**src/rtl/gsensor_spi_sequencer.sv**
```systemverilog
// ADXL345 3-wire SPI sequencer: power-up wait, three init writes, then periodic
// 6-byte X/Y/Z burst reads published as signed 16-bit samples.
module gsensor_spi_sequencer #(
    parameter int CLK_DIV        = 25,
    parameter int SAMPLE_PERIOD  = 500000,
    parameter int POWERUP_CYCLES = 100000
) (
    input  logic        clk,
    input  logic        reset,
    input  logic        enable,
    input  logic        spi_sdio_in,
    output logic        spi_sclk,
    output logic        spi_cs_n,
    output logic        spi_sdio_out,
    output logic        spi_sdio_oe,
    output logic [15:0] accel_x,
    output logic [15:0] accel_y,
    output logic [15:0] accel_z,
    output logic        sample_valid,
    output logic        init_done,
    output logic        busy
);
    localparam int DW = $clog2(CLK_DIV);
    localparam int PW = $clog2(POWERUP_CYCLES + 1);
    localparam int SW = $clog2(SAMPLE_PERIOD + 1);
    localparam int GW = $clog2(2 * CLK_DIV + 1);

    typedef enum logic [2:0] {PWRUP, INIT_WR, WAIT, READ, PUBLISH} state_t;
    typedef enum logic [1:0] {PH_SETUP, PH_LOW, PH_HIGH, PH_HOLD} phase_t;

    state_t          state;
    phase_t          phase;
    logic [DW-1:0]   dcnt;
    logic [5:0]      bcnt;
    logic [15:0]     tx;
    logic [47:0]     rx;
    logic [1:0]      init_idx;
    logic [PW-1:0]   pwr;
    logic [SW-1:0]   per;
    logic [GW-1:0]   gap;

    logic        div_done, gap_ok, per_full, pwr_done, last_bit, frame_end;
    logic        start_init, start_read, start_frame;
    logic [15:0] init_word, start_word;

    assign div_done   = (dcnt == DW'(CLK_DIV - 1));
    assign gap_ok     = (gap == GW'(2 * CLK_DIV));
    assign per_full   = (per == SW'(SAMPLE_PERIOD));
    assign pwr_done   = (pwr == PW'(POWERUP_CYCLES - 1));
    assign last_bit   = (bcnt == ((state == READ) ? 6'd55 : 6'd15));
    assign frame_end  = !spi_cs_n && (phase == PH_HOLD) && div_done;

    // Init frames go out back to back, separated only by the minimum CS_N gap.
    assign start_init = ((state == PWRUP) && pwr_done) ||
                        ((state == INIT_WR) && spi_cs_n && (init_idx != 2'd3) && gap_ok);
    assign start_read = (state == WAIT) && enable && per_full && gap_ok;
    assign start_frame = start_init || start_read;
    assign start_word  = (state == WAIT) ? 16'hF200 : init_word;

    always_comb begin
        init_word = 16'h2D08;
        case (init_idx)
            2'd0:    init_word = 16'h3140;
            2'd1:    init_word = 16'h2C0A;
            default: init_word = 16'h2D08;
        endcase
    end

    always_ff @(posedge clk or posedge reset) begin
        if (reset) begin
            state        <= PWRUP;
            phase        <= PH_SETUP;
            dcnt         <= '0;
            bcnt         <= '0;
            tx           <= '0;
            rx           <= '0;
            init_idx     <= '0;
            pwr          <= '0;
            per          <= '0;
            gap          <= GW'(2 * CLK_DIV);
            spi_sclk     <= 1'b1;
            spi_cs_n     <= 1'b1;
            spi_sdio_out <= 1'b0;
            spi_sdio_oe  <= 1'b0;
            accel_x      <= '0;
            accel_y      <= '0;
            accel_z      <= '0;
            sample_valid <= 1'b0;
            init_done    <= 1'b0;
            busy         <= 1'b0;
        end else begin
            sample_valid <= 1'b0;
            if (!gap_ok) gap <= gap + GW'(1);
            if (init_done && !per_full) per <= per + SW'(1);

            if (start_frame) begin
                spi_cs_n     <= 1'b0;
                busy         <= 1'b1;
                spi_sdio_oe  <= 1'b1;
                spi_sdio_out <= 1'b0;
                phase        <= PH_SETUP;
                dcnt         <= '0;
                bcnt         <= '0;
                tx           <= start_word;
            end else if (!spi_cs_n) begin
                dcnt <= div_done ? '0 : dcnt + DW'(1);
                // Read data is captured in the first cycle SCLK is high.
                if (state == READ && phase == PH_HIGH && dcnt == '0 && bcnt >= 6'd8)
                    rx <= {rx[46:0], spi_sdio_in};
                if (div_done) begin
                    case (phase)
                        PH_SETUP: begin
                            spi_sclk     <= 1'b0;
                            spi_sdio_out <= tx[15];
                            tx           <= {tx[14:0], 1'b0};
                            phase        <= PH_LOW;
                        end
                        PH_LOW: begin
                            spi_sclk <= 1'b1;
                            phase    <= PH_HIGH;
                        end
                        PH_HIGH: begin
                            if (last_bit) begin
                                phase <= PH_HOLD;
                            end else begin
                                spi_sclk     <= 1'b0;
                                spi_sdio_out <= tx[15];
                                tx           <= {tx[14:0], 1'b0};
                                bcnt         <= bcnt + 6'd1;
                                phase        <= PH_LOW;
                                if (state == READ && bcnt == 6'd7) spi_sdio_oe <= 1'b0;
                            end
                        end
                        default: begin
                            spi_cs_n     <= 1'b1;
                            busy         <= 1'b0;
                            spi_sdio_oe  <= 1'b0;
                            spi_sdio_out <= 1'b0;
                            gap          <= GW'(1);
                        end
                    endcase
                end
            end

            case (state)
                PWRUP: begin
                    if (!pwr_done) pwr <= pwr + PW'(1);
                    if (start_init) state <= INIT_WR;
                end
                INIT_WR: begin
                    if (frame_end) init_idx <= init_idx + 2'd1;
                    else if (spi_cs_n && init_idx == 2'd3) begin
                        init_done <= 1'b1;
                        state     <= WAIT;
                    end
                end
                WAIT: begin
                    if (start_read) begin
                        state <= READ;
                        per   <= SW'(1);
                    end
                end
                READ: if (frame_end) state <= PUBLISH;
                PUBLISH: begin
                    // Burst order is X0,X1,Y0,Y1,Z0,Z1; low byte arrives first.
                    accel_x      <= {rx[39:32], rx[47:40]};
                    accel_y      <= {rx[23:16], rx[31:24]};
                    accel_z      <= {rx[7:0],   rx[15:8]};
                    sample_valid <= 1'b1;
                    state        <= WAIT;
                end
                default: state <= PWRUP;
            endcase
        end
    end
endmodule
```
**config.mk**
```make
export PLATFORM = sky130hd
export DESIGN_NAME = gsensor_spi_sequencer
export DESIGN_NICKNAME = d
export VERILOG_FILES = /design/src/rtl/gsensor_spi_sequencer.sv
export SDC_FILE = /design/constraint.sdc
export NUM_CORES = 1
export LEC_CHECK = 0
export CORE_MARGIN = 2
export CORE_UTILIZATION = 30
export CTS_BUF_LIST = sky130_fd_sc_hd__clkbuf_2 sky130_fd_sc_hd__clkbuf_4 sky130_fd_sc_hd__clkbuf_8
export CTS_CLUSTER_SIZE = 14
export DETAILED_ROUTE_END_ITERATION = 12
export PLACE_DENSITY = 0.55
export REMOVE_ABC_BUFFERS = 1
export SETUP_SLACK_MARGIN = 0.02
export SLEW_MARGIN = 20
export SYNTH_ARGS = -nofsm -noshare
export SYNTH_HDL_FRONTEND = slang
export SYNTH_SLANG_ARGS = --single-unit
```
**constraint.sdc**
```tcl
create_clock -name clk -period 7.4 [get_ports clk]
set_input_delay 1.11 -clock clk [delete_from_list [all_inputs] [get_ports clk]]
set_output_delay 1.11 -clock clk [all_outputs]
set_load 0.01 [all_outputs]
```
==> key figures, run 1 <==
Floorplanning
  • Row count: 58
  • Die W: between 150 and 200 um
  • Initial Util: between 30% and 40%
  • Core Footprint: roughly 25,000 um^2
  • Io pins: just under 60
  • Die H: between 150 and 200 um
  • Die ar.: around 27,000 um^2

STA
  • Setup TNS: 0 ns
  • Final Max Slew Viols: 0
  • Clock Skews: between 0.02 and 0.025 ns
  • Achievable Freq: 346.1 MHz
  • Final setup vio count: 0
  • Final period util: between 30 and 40%
  • Tmin final: a little under 3 ns
  • Worst slew pin tran: 0.8699 ns
  • RSZ-0062 raised after global routing: no
  • Final number of hold-violating endpoints: 0
  • Max transition margin: about two fifths

Setup path
  • Worst Path Buf+Inv: 1
  • Crit-path max FO: 15
  • Crit path largest cell delay: approximately 0.73 ns
  • Critical Path AT: between 1.5 and 2 ns
  • RR Endpoint: tx[8]$_DFFE_PP0P_
  • Worst path cell trace: clkdlybuf4s50_1
  • CP endpoint kind: primary output
  • Crit Reg-Reg Startpoint: pwr[8]$_DFFE_PP0P_
  • Critical Path Slowest Stage Cell: dfstp_2
  • Reg2reg setup slack: about 4.8 ns
  • Critical Path RT: roughly 6.3 ns
  • Cell family with most CP delay: flip-flops
  • CP Launch Type: flop
  • CP Capture Point: spi_cs_n
  • R2R cell count: 5
  • Crit path from: spi_cs_n$_DFF_PP1_
  • Critical path type: flop to primary output
  • Crit. path cell count: 1

Pwr
  • Psw: approximately 0.43 mW
  • Clock power share: between 40% and 50%
  • Leak: between 4 and 5 nW
  • Power share of the combinational group: under 10%
  • Pwr/cell area: around 190 nW/um^2
  • Maximum vdd drop: a little over 0.09 mV
  • Sequential power share: approximately 57%
  • Internal: approximately 1.3 mW
  • Switching Share: about 25%

Detailed routing
  • Number of antenna-violating nets in the routed design: 0
  • Routed Wire Length: approximately 14 mm
  • DRC: 0
  • Initial DRC Count: between 200 and 300
  • Wire per inst: 14.28 um
  • Vias: roughly 4,700
  • Routed vias/inst: ~4.7
  • 1st-pass router iterations: 6

Layout
  • Fillers: ~2,500
  • Fin nets: 686
  • Antenna Cells: 0
  • Most common cell after layout, fill and taps aside: dfrtp_1
  • Most frequent cells in the layout: dfrtp_1 (173), mux2_2 (98), clkdlybuf4s50_1 (58), nor2_1 (39), nand2_1 (31)
  • Area Overhead vs Synth: 17.52%
  • Final cell count without fillers: 1,008
  • Layout cell share with drive strength beyond 1: roughly 23%

Yosys
  • Mapped Avg Cell Area: about 13 um^2
  • Synth cell types: 66
  • Sequential fraction of the synthesis area: between 50% and 60%
  • Async set or reset register ratio after synthesis: 100.0%
  • Mapped Cells: slightly above 600
  • Number of synthesized register bits: roughly 180
  • Synth warn: 0
  • EDFF count, synth: 0
  • Dominant synthesized flop cell: dfrtp_1
  • Netlist Area Pre-Place: about 7700 um^2

Placed design
  • Inst Count DP: between 900 and 1,000
  • Placed wire-length estimate: 9.313 mm
  • RD Place Congestion: about 0.76
  • I/O Buffers: 58

Global route
  • Vias in the first global route: ~5,000
  • Grt total ovfl: 0
  • Total track usage: a little under an eighth
  • First-pass GRT wire length: around 25 mm
  • Initial antenna violation count: 0
  • Largest net degree at the start of global routing: around 100

Run status
  • Status: finished clean

Clock tree
  • CTS buffer count: 17
  • CTS tree: built
  • Later-pin clock latency in the skew report: approximately 0.46 ns
  • Clk sink count: ~180
  • CTS H-tree depth: 4
  • CTS Hold Bufs: 0
  • Clock root buffer: clkbuf_8
  • CTS Buffer Depth: 2
  • Clock Pin Slew Worst Setup and Hold Paths: around 0.10 ns
  • Post-CTS resize count: 0
  • Setup bufs post-CTS: 0

Run
  • Max-cap check violation count: 0

Hold path
  • Hold WC Path Type: flop to flop
[metrics by stage]
| stage | area, um^2 | worst slack, ns | hold WS [ns] | utilization (%) | power, mW |
|---|---|---|---|---|---|
| 2_1_floorplan | 7624 | 1.468 | 0.4372 | - | 1.006 |
| 3_3_place_gp | 8665 | 4.078 | 0.4535 | 34.31 | 1.013 |
| 3_5_place_dp | 8665 | 3.988 | 0.4800 | 34.31 | 1.014 |
| 4_1_cts | 9086 | 4.457 | 0.4988 | 35.98 | 1.722 |
| 5_1_grt | 9090 | 4.423 | 0.5146 | 35.99 | 1.768 |
| 6_report | 9090 | 4.510 | 0.4965 | 35.99 | 1.692 |
[layout make-up]
type | count | area (um^2) | area share (%)
Tap cell | 330 | 412.9 | 4.542
Clock inverter | 15 | 187.7 | 2.065
Inverter | 18 | 72.57 | 0.7983
Multi-Input combinational cell | 387 | 3100 | 34.11
Sequential cell | 178 | 4461 | 49.07
Clock buffer | 17 | 234.0 | 2.574
Timing Repair Buffer | 63 | 621.8 | 6.841
[synth_stat cells (all sizes together) (3+ instances only)]
cell type	instances	share of area, %
inv	18	0.87
nand3	24	1.6
dfstp	5	1.7
nor2	40	2.0
or3	5	0.40
a21oi	8	0.52
ha	17	2.7
mux2i	18	2.4
and3	7	0.57
buf	13	1.0
xor2	13	1.5
nor4	3	0.32
dfrtp	173	56
nand4	7	0.57
mux2	99	14
nand4b	4	0.45
nand2b	5	0.40
nor3b	3	0.29
nor3	13	0.91
or4b	3	0.39
nor4b	3	0.34
nand3b	5	0.65
o21ai	14	0.95
clkbuf	9	0.44
xnor2	28	3.2
o21bai	4	0.39
nand2	31	1.5
[per-layer routing]
metal / up-vias / global-route usage [%] / wire length (um)
met1: 2373 / 15.02 / 6692
met2: 76 / 18.39 / 7043
met4: 0 / 4.308 / 220
li1: 2232 / - / -
met5: - / 0 / 0
met3: 14 / 2.888 / 435
[kinds of logic after synthesis]
| logic type | synth area share (%) |
|---|---|
| DFF | 57.67 |
| and+or+nand+nor | 11.94 |
| muxes | 16.79 |
| AOI/OAI and AO/OA | 3.899 |
| xor gates and xnor gates | 4.643 |
| buffers and inverters | 2.313 |
| adders and majority gates | 2.750 |
[how the worst min path moves through the flow]
stage / from / end / slack [ns] / cells after the start
CTS: per[17]$_DFF_PP0_ / per[17]$_DFF_PP0_ / 0.50 / 1
detailed placement: pwr[10]$_DFFE_PP0P_ / pwr[10]$_DFFE_PP0P_ / 0.48 / 1
floorplan: pwr[16]$_DFFE_PP0P_ / pwr[16]$_DFFE_PP0P_ / 0.44 / 1
finish: per[17]$_DFF_PP0_ / per[17]$_DFF_PP0_ / 0.50 / 1
global route: pwr[16]$_DFFE_PP0P_ / pwr[16]$_DFFE_PP0P_ / 0.51 / 1
global placement: pwr[16]$_DFFE_PP0P_ / pwr[16]$_DFFE_PP0P_ / 0.45 / 1
[flip-flops by register name (all words and copies together), names as in the netlist, 2 cells and up]
signal,cells
phase,2
bcnt,6
dcnt,5
rx,48
pwr,17
init_idx,2
accel_y,16
tx,15
gap,6
per,19
accel_z,16
state,3
accel_x,16
[power by group through the flow]
stage / clock network (mW) / registers, mW / logic (mW)
6_report: 0.699 / 0.973 / 0.0210
5_1_grt: 0.769 / 0.973 / 0.0255
4_1_cts: 0.727 / 0.973 / 0.0228
3_5_place_dp: 0 / 0.992 / 0.0227
3_3_place_gp: 0 / 0.992 / 0.0217
2_1_floorplan: 0 / 0.992 / 0.0143
Note: power is estimated with default switching activity, not from simulation.
==> run 2, diff against run 1 <==
--- a/config.mk
+++ b/config.mk
@@ -10,7 +10,7 @@
 export CTS_BUF_LIST = sky130_fd_sc_hd__clkbuf_2 sky130_fd_sc_hd__clkbuf_4 sky130_fd_sc_hd__clkbuf_8
 export CTS_CLUSTER_SIZE = 14
 export DETAILED_ROUTE_END_ITERATION = 12
-export PLACE_DENSITY = 0.55
+export PLACE_DENSITY = 0.56
 export REMOVE_ABC_BUFFERS = 1
 export SETUP_SLACK_MARGIN = 0.02
 export SLEW_MARGIN = 20
==> constraint.sdc (replaced) <==
create_clock -name clk -period 2.4 [get_ports clk]
set_input_delay 0.36 -clock clk [delete_from_list [all_inputs] [get_ports clk]]
set_output_delay 0.36 -clock clk [all_outputs]
set_load 0.01 [all_outputs]
==> run 2 against run 1 <==
Against the previous run:
- utilization increased by 0.76 points
- cell area increased by 2.1%
- highest routed layer unchanged
- largest cell class unchanged
- via count decreased by 0.64%
- critical endpoint is now spi_sclk$_DFFE_PP1P_
==> key figures, run 2 (same netlist as run 1, synthesis figures left out) <==
Floorplanning
  • Core Footprint: 25,250 um^2 (unchanged)
  • Die W: 164.6 um (unchanged)
  • Die H: 164.6 um (unchanged)
  • Die ar.: 27,080 um^2 (unchanged)
  • Initial Util: 30.63% (unchanged)
  • Io pins: 59 (unchanged)
  • Row count: 58 (unchanged)

Clock tree
  • Clock root buffer: clkbuf_8 (unchanged)
  • CTS H-tree depth: 4 (unchanged)
  • CTS Hold Bufs: 0 (unchanged)
  • Setup bufs post-CTS: 0 (unchanged)
  • Post-CTS resize count: 0 (unchanged)
  • CTS buffer count: 17 (unchanged)
  • Clk sink count: 178 (unchanged)
  • CTS tree: built (unchanged)
  • Clock Pin Slew Worst Setup and Hold Paths: 0.11 ns (was 0.10 ns)
  • CTS Buffer Depth: 2 (unchanged)
  • Later-pin clock latency in the skew report: 0.46 ns (about the same)

Layout
  • Antenna Cells: 0 (unchanged)
  • Final core occ: 36.76% (was 35.99%)
  • Multi-input logic area: 3100 um^2 (unchanged)
  • Top flop regs: rx: 48 flops, per: 19 flops, pwr: 17 flops (unchanged)
  • Finished Cell Area: 9283 um^2 (was 9090 um^2)
  • Most frequent cells in the layout: dfrtp_1 (173), mux2_2 (98), clkdlybuf4s50_1 (58), nor2_1 (39), nand2_1 (31) (unchanged)
  • Final cell count without fillers: 1,024 (was 1,008)
  • Layout cell share with drive strength beyond 1: 24.50% (was 22.71%)
  • Largest register FFs: 48 (unchanged)
  • Area Overhead vs Synth: 20.01% (was 17.52%)
  • Fillers: 2,508 (was 2,456)
  • Biggest register: rx (unchanged)
  • Most common cell after layout, fill and taps aside: dfrtp_1 (unchanged)
  • FF+latch area: 4461 um^2 (unchanged)
  • Fin nets: 702 (was 686)

STA
  • Min Hold Slack: 0.2130 ns (was 0.4965 ns)
  • Tmin final: 2.256 ns
  • Setup TNS: 0 ns (unchanged)
  • Final period util: a little over nine tenths
  • RSZ-0062 raised after global routing: no (unchanged)
  • Achievable Freq: between 400 and 500 MHz
  • Final Max Slew Viols: 0 (unchanged)
  • Max transition margin: 62.61% (was 41.47%)
  • Clock Skews: 0.01978 ns (was 0.02409 ns)
  • Final number of hold-violating endpoints: 0 (unchanged)
  • Worst slew pin tran: 0.5566 ns (was 0.8699 ns)
  • Final worst slack: 0.1440 ns (was 4.510 ns)
  • Final setup vio count: 0 (unchanged)

Detailed routing
  • Wire per inst: 13.77 um (was 14.28 um)
  • Routed Wire Length: 14.10 mm (was 14.39 mm)
  • Vias: 4,665 (was 4,695)
  • 1st-pass router iterations: 4 (was 6)
  • Met1 wire length: 7.044 mm (was 6.692 mm)
  • Number of antenna-violating nets in the routed design: 0 (unchanged)
  • Met2 wire len: 6.600 mm (was 7.043 mm)
  • Top layer in use: met4 (unchanged)
  • Initial DRC Count: 176 (was 271)
  • Routed vias/inst: 4.556 (was 4.658)
  • Routed wl met3: 284 um (was 435 um)
  • DRC: 0 (unchanged)

Global route
  • Initial antenna violation count: 0 (unchanged)
  • Grt total ovfl: 0 (unchanged)
  • Largest net degree at the start of global routing: 60 (was 99)
  • Vias in the first global route: 4,808 (was 4,857)
  • Total track usage: 11.15% (was 11.48%)
  • First-pass GRT wire length: 23.95 mm (was 24.76 mm)

Placed design
  • Placed wire-length estimate: 9.294 mm (was 9.313 mm)
  • Inst Count DP: 992 (was 976)
  • RD Place Congestion: 0.7310 (was 0.7605)
  • I/O Buffers: 58 (unchanged)
  • Placed inst area: 8860 um^2 (was 8665 um^2)
  • Post-place setup slack: 0.1490 ns (was 3.988 ns)

Setup path
  • Critical Path AT: 2.64 ns (was 1.78 ns)
  • Critical path type: flop to flop (was flop to primary output)
  • R2R cell count: 6 (was 5)
  • Critical Path RT: 2.78 ns (was 6.29 ns)
  • CP endpoint kind: flop (was primary output)
  • Crit-path max FO: 5 (was 15)
  • CP Launch Type: flop (unchanged)

Pwr
  • Total power: 5.163 mW (was 1.692 mW)
  • Maximum vdd drop: 0.2951 mV (was 0.09342 mV)
  • Pwr/cell area: 556.2 nW/um^2 (was 186.2 nW/um^2)
  • Leak: 4.264 nW (was 4.165 nW)

Hold path
  • Hold WC Path Type: input pin to asynchronous set/reset pin (was flop to flop)

Run status
  • Status: finished clean (unchanged)

Run
  • Max-cap check violation count: 0 (unchanged)
[run 2: report_power, final]
group	total, mW	switching [mW]	leakage (nW)	internal (mW)
logic	0.0782	0.0617	1.80	0.0165
registers	3.00	0.000777	2.26	3.00
clock network	2.09	1.28	0.210	0.807
total	5.16	1.34	4.26	3.82
[run 2: area by class of cell]
type	instances	share of cell area [%]
inverter	18	0.7818
clock inverter	15	2.035
multi-input combinational	387	33.40
sequential	178	48.05
clock buffer	17	2.521
tap	330	4.448
timing repair buffer	79	8.761
[run 2: layer usage]
layer  vias to the layer above  track usage, %
met5                         -               0
met4                         0           4.466
met3                         7           2.461
met2                        46           17.50
met1                      2336           15.00
li1                       2276               -
[run 2: worst max-delay path: stages (launching register included)]
cell       delay, ns
dfrtp_1         0.44
or4b_1          0.51
or4_4           0.56
o2bb2ai_4       0.16
buf_4           0.15
nor4_2          0.05
mux2_1          0.31
[run 2: path summary, 6_finish.rpt]
kind	start	end	slack, ns
max	pwr[8]$_DFFE_PP0P_	spi_sclk$_DFFE_PP1P_	0.14
min	reset	accel_y[6]$_DFFE_PP0P_	0.21
max reg2reg	pwr[8]$_DFFE_PP0P_	spi_sclk$_DFFE_PP1P_	0.14
min reg2reg	pwr[16]$_DFFE_PP0P_	pwr[16]$_DFFE_PP0P_	0.48
max in group asynchronous	reset	rx[23]$_DFFE_PP0P_	1.53
min in group clk	pwr[16]$_DFFE_PP0P_	pwr[16]$_DFFE_PP0P_	0.48
==> run 3, diff against run 2 <==
--- a/config.mk
+++ b/config.mk
@@ -10,6 +10,7 @@
 export CTS_BUF_LIST = sky130_fd_sc_hd__clkbuf_2 sky130_fd_sc_hd__clkbuf_4 sky130_fd_sc_hd__clkbuf_8
 export CTS_CLUSTER_SIZE = 14
 export DETAILED_ROUTE_END_ITERATION = 12
+export GPL_ROUTABILITY_DRIVEN = 0
 export PLACE_DENSITY = 0.56
 export REMOVE_ABC_BUFFERS = 1
 export SETUP_SLACK_MARGIN = 0.02
==> results of run 3 <==
Same layout as run 2: the final DEF is identical, and so are final timing and power.
